**src/rtl/function_bist_pkg.sv**
```systemverilog
// Shared types and constants for the function BIST engine.
// Build option: FUNCTION_BIST_FAIL_CAP_EN adds first-fail vector capture.
package function_bist_pkg;

  typedef enum logic [1:0] {
    IDLE,
    SETTLE,
    SAMPLE,
    DONE
  } state_t;

  localparam int NUM_IN_DEF = 5;
  localparam int NUM_VEC = 2 ** NUM_IN_DEF;

  // bit[i] is f for vector i; default is the 5-input XOR
  localparam logic [NUM_VEC-1:0] GOLDEN_DEF = 32'h9669_6996;

endpackage

```
**src/rtl/bist_settle_timer.sv**
```systemverilog
// Settle-time counter for the function BIST; reloaded by the FSM per vector.
// Flags expiry once the vector has been held for SETTLE_CYC cycles.
module bist_settle_timer #(
  parameter int SETTLE_CYC = 2
) (
  input  logic clk,
  input  logic rst_n,
  input  logic load,
  output logic expired
);

  localparam int CW = $clog2(SETTLE_CYC + 1);
  localparam logic [CW-1:0] LAST = CW'(SETTLE_CYC - 1);

  logic [CW-1:0] cnt_q;
  logic [CW-1:0] cnt_d;

  always_comb begin
    cnt_d = cnt_q;
    if (load) begin
      cnt_d = '0;
    end else if (cnt_q != LAST) begin
      cnt_d = cnt_q + 1'b1;
    end
  end

  always_ff @(posedge clk or negedge rst_n) begin
    if (!rst_n) begin
      cnt_q <= '0;
    end else begin
      cnt_q <= cnt_d;
    end
  end

  assign expired = (cnt_q == LAST);

endmodule

```
**src/rtl/function_bist.sv**
```systemverilog
// Built-in self test for the 5-input function block: sweeps all vectors.
// Build option: FUNCTION_BIST_FAIL_CAP_EN adds the fail_vec output.
module function_bist
  import function_bist_pkg::*;
#(
  parameter int NUM_IN = 5,
  parameter int SETTLE_CYC = 2,
  parameter logic [2**NUM_IN-1:0] GOLDEN = GOLDEN_DEF,
  parameter int ERR_W = 6
) (
  input  logic              clk,
  input  logic              rst_n,
  input  logic              start,
  output logic [NUM_IN-1:0] vec_out,
  input  logic              dut_f,
  output logic              busy,
  output logic              done,
  output logic              pass,
`ifdef FUNCTION_BIST_FAIL_CAP_EN
  output logic [NUM_IN-1:0] fail_vec,
`endif
  output logic [ERR_W-1:0]  err_cnt
);

  localparam int NV = 2 ** NUM_IN;
  localparam logic [NUM_IN-1:0] LAST_VEC = NUM_IN'(NV - 1);
  localparam logic [ERR_W-1:0] ERR_MAX = '1;

  state_t            state_q, state_d;
  logic [NUM_IN-1:0] vec_q, vec_d;
  logic [ERR_W-1:0]  err_q, err_d;
  logic              pass_q, pass_d;
  logic              busy_q, busy_d;
  logic              done_q, done_d;
  logic              load;
  logic              expired;
  logic              mismatch;
`ifdef FUNCTION_BIST_FAIL_CAP_EN
  logic [NUM_IN-1:0] fv_q, fv_d;
`endif

  bist_settle_timer #(
    .SETTLE_CYC(SETTLE_CYC)
  ) u_timer (
    .clk    (clk),
    .rst_n  (rst_n),
    .load   (load),
    .expired(expired)
  );

  assign mismatch = dut_f ^ GOLDEN[vec_q];

  always_comb begin
    state_d = state_q;
    vec_d   = vec_q;
    err_d   = err_q;
    pass_d  = pass_q;
    busy_d  = busy_q;
    done_d  = 1'b0;
    load    = 1'b0;
`ifdef FUNCTION_BIST_FAIL_CAP_EN
    fv_d    = fv_q;
`endif
    case (state_q)
      IDLE: begin
        if (start) begin
          vec_d   = '0;
          err_d   = '0;
          pass_d  = 1'b0;
          busy_d  = 1'b1;
          load    = 1'b1;
          state_d = SETTLE;
`ifdef FUNCTION_BIST_FAIL_CAP_EN
          fv_d    = '0;
`endif
        end
      end
      SETTLE: begin
        if (expired) begin
          state_d = SAMPLE;
        end
      end
      SAMPLE: begin
        if (mismatch) begin
          if (err_q != ERR_MAX) begin
            err_d = err_q + 1'b1;
          end
`ifdef FUNCTION_BIST_FAIL_CAP_EN
          // err_q never returns to zero mid-run, so it marks the first fail
          if (err_q == '0) begin
            fv_d = vec_q;
          end
`endif
        end
        if (vec_q == LAST_VEC) begin
          done_d  = 1'b1;
          state_d = DONE;
        end else begin
          vec_d   = vec_q + 1'b1;
          load    = 1'b1;
          state_d = SETTLE;
        end
      end
      DONE: begin
        pass_d  = (err_q == '0);
        busy_d  = 1'b0;
        state_d = IDLE;
      end
      default: state_d = IDLE;
    endcase
  end

  always_ff @(posedge clk or negedge rst_n) begin
    if (!rst_n) begin
      state_q <= IDLE;
      vec_q   <= '0;
      err_q   <= '0;
      pass_q  <= 1'b0;
      busy_q  <= 1'b0;
      done_q  <= 1'b0;
    end else begin
      state_q <= state_d;
      vec_q   <= vec_d;
      err_q   <= err_d;
      pass_q  <= pass_d;
      busy_q  <= busy_d;
      done_q  <= done_d;
    end
  end

`ifdef FUNCTION_BIST_FAIL_CAP_EN
  always_ff @(posedge clk or negedge rst_n) begin
    if (!rst_n) begin
      fv_q <= '0;
    end else begin
      fv_q <= fv_d;
    end
  end

  assign fail_vec = fv_q;
`endif

  assign vec_out = vec_q;
  assign err_cnt = err_q;
  assign pass    = pass_q;
  assign busy    = busy_q;
  assign done    = done_q;

endmodule
```
**config.mk**
```make
export PLATFORM = sky130hd
export DESIGN_NAME = function_bist
export DESIGN_NICKNAME = d
export VERILOG_FILES = /design/src/rtl/function_bist_pkg.sv /design/src/rtl/bist_settle_timer.sv /design/src/rtl/function_bist.sv
export SDC_FILE = /design/constraint.sdc
export NUM_CORES = 1
export LEC_CHECK = 0
export CORE_MARGIN = 4
export CORE_UTILIZATION = 60
export CTS_BUF_LIST = sky130_fd_sc_hd__clkbuf_2
export CTS_CLUSTER_DIAMETER = 80
export DETAILED_ROUTE_END_ITERATION = 12
export DONT_BUFFER_PORTS = 1
export GPL_TIMING_DRIVEN = 0
export PLACE_DENSITY = 0.79
export SYNTH_ARGS = -nofsm -noshare
export SYNTH_HDL_FRONTEND = slang
export SYNTH_HIERARCHICAL = 1
export SYNTH_SLANG_ARGS = --single-unit
```
**constraint.sdc**
```tcl
create_clock -name clk -period 4.9 [get_ports clk]
set_input_delay 0.98 -clock clk [delete_from_list [all_inputs] [get_ports clk]]
set_output_delay 0.98 -clock clk [all_outputs]
set_load 0.02 [all_outputs]
```
==> out/metrics.cfg <==
[outcome]
status=completed

[die]
core_area_mm2=0.00151
die-area_mm2=0.00231
rows=14
io_pins=18
die_x_um=48.1
fp.dieH_um=48.1
start_util_pct=64.0

[setup_path]
cp-start-kind=flip-flop
crit_path_end_kind=flip-flop
cp.required_ns=5.09
crit_type=reg -> reg
crit_path_cell_trace=ha_1, and3_1, ha_1, nor3b_1, nor2_1, mux2_2
worst_ep_arrival_time_ns=2.48
max_stage_delay_ns=0.58
cp_max_fo=6
cp_common_cell=ha_1
crit_slowest_cell=nor3b_1

[layout]
seq_area_um2=450
fillCellCount=135
antennaDiodeCount=0
mostFrequentLayoutCells=18 x dfrtp_1, 6 x nand2_1
area_growth_pct=4.02
nets=105
multi_input_area_um2=487
final_common_cell=dfrtp_1
drive_gt1_share_pct=7.37

[synthesis]
synth-main-ff-cell=dfrtp_1
yosys-mux-area-fraction_pct=2.33
synth-simple-area-share_pct=20.4
syn_nets=100
synth.distinct_cells=37
synth_seq_area_share_pct=46.7
synth-seq-cells=18
synth.area.top_cells=dfrtp_1 47%, ha_1 6.5%, xor2_1 4.5%
syn_inst=91
synth_top_area_cell=dfrtp_1
yosys_warnings=6
postSynthAreaPerCell_um2=10.6
yosys.area_share.adder_pct=6.49
synth_xor_area_share_pct=7.78
synth_compound_area_share_pct=13.5
synth_edf_count=0
synth_top_family_by_area=simple AND/OR/NAND/NOR gates
synth_area_um2=965
async_flop_share_pct=100
synth_top_area_share_pct=46.7

[global_routing]
grt_max_degree=19
gr-usage-all-layers_pct=18.6
antenna_found_initial=0
overflow=0
grt_pass1_wl_um=3050
grt_pass1_vias=699

[pwr]
power_per_cell_area_mw_per_mm2=515
p_comb_share_pct=40.2
seqPwrFrac_pct=47.9
switchingPower_mw=0.222
total_leakage_power_nw=0.502
ir_worst_vdd_uv=283
clkPwrFrac_pct=11.9
switching_share_pct=43.0
internal_power_mw=0.294

[route]
wl_per_cell_um=16.2
num_vias=723
via_per_inst=6.51
first_iter_violations=22
firstDrtPassIters=4
drc=0
finalWirelength_um=1800
detail-route-antenna-nets=0

[cts]
clk_latency_ns=0.28
cts_sinks=18
numCtsBuffers=3
clk_path_buf_depth=2
cts-root-buf=clkbuf_2
cts_resized=0
post_cts_buffers=0
path_clk_slew_ns=0.17
cts_tree=yes
cts-htree-levels=1
cts_hold_buf=0

[placed_design]
dp_hpwl_um=1340
gp_congestion=0.790
port_buffers=0

[flow_run]
cap_violations=0

[timing]
maxSlewHeadroom_pct=53.9
tightestPinTransition_ns=0.691
max_freq_mhz=437
drv_slew=0
finalSetupViolCount=0
skew_ns=0.00508
fin_hold_ws_ns=0.354
fin_tns_setup_ns=0
finalWorstPathRequiredPeriod_ns=2.29
hold_viol=0
min_period_over_period_pct=46.7
rsz0062_at_grt=no

[hold_path]
hold_class=in -> async

cell type report:
type / count / share of cell area (%)
inverter: 5 / 1.87
tap: 16 / 2.00
clock inverter: 1 / 0.374
multi-input combinational: 66 / 48.5
clock buffer: 3 / 1.50
sequential: 18 / 44.9
buffer: 2 / 0.873
cells by family after synthesis:
group,count (synthesis)
and+or+nand+nor,35
DFF,18
AOI/OAI and AO/OA,17
xor gates and xnor gates,7
buffers and inverters,7
adders and majority gates,5
muxes,2
worst max-delay path: cells and delay by family (launching register included):
kind | cells | cell delay, ns
and+or+nand+nor | 3 | 0.92
DFF | 1 | 0.52
adders and majority gates | 2 | 0.45
muxes | 1 | 0.31
cell usage after synthesis, types with 2 or more instances:
cell type  number
dfrtp_1        18
nand2_1         6
and3_1          5
ha_1            5
inv_1           5
nand3_1         5
xor2_1          5
nor2_1          4
nor2b_1         3
nor4_1          3
a22o_1          2
mux2_2          2
nand4_1         2
o21ai_0         2
o31ai_1         2
registers in the layout, summed over array words and instances (netlist names):
register	count
vec_out	5
pass	1
u_timer/cnt_q	2
err_cnt	6
done	1
busy	1
state_q	2
path summary, 6_finish.rpt:
path / from / end / slack, ns / depth (start not counted)
setup / recovery: vec_out[0] / vec_out[0] / 2.61 / 6
hold / removal: rst_n / err_cnt[2] / 0.35 / 0
setup reg to reg: vec_out[0] / vec_out[0] / 2.61 / 6
hold reg to reg: u_timer/cnt_q[1] / u_timer/cnt_q[1] / 0.56 / 2
max in group asynchronous: rst_n / vec_out[0] / 4.47 / 0
min in group clk: u_timer/cnt_q[1] / u_timer/cnt_q[1] / 0.56 / 2
metrics by stage:
step | instance area (um^2) | setup WS, ns | cells | total power [mW] | utilization, %
floorplan | 965 | 2.84 | 91 | 0.411 | -
global placement | 985 | 2.66 | 107 | 0.446 | 65.4
detailed placement | 985 | 2.64 | 107 | 0.457 | 65.4
CTS | 1000 | 2.61 | 111 | 0.519 | 66.6
global route | 1000 | 2.43 | 111 | 0.562 | 66.6
finish | 1000 | 2.61 | 111 | 0.516 | 66.6
power groups by stage:
stage / sequential, mW / clock [mW] / combinational [mW]
after floorplan: 0.241 / 0 / 0.169
after global placement: 0.248 / 0 / 0.198
after detailed placement: 0.251 / 0 / 0.206
after CTS: 0.248 / 0.0635 / 0.207
after global routing: 0.253 / 0.0730 / 0.236
final: 0.247 / 0.0616 / 0.208
per-layer routing:
layer  track usage (%)  share of wire [%]  vias to the layer above
li1                  -                  -                      343
met1              24.9                 46                      356
met2              29.0                 46                       22
met3              5.17                6.6                        2
met4              6.45               0.50                        0
met5                 0                  0                        -
(Power assumes the default switching activity.)
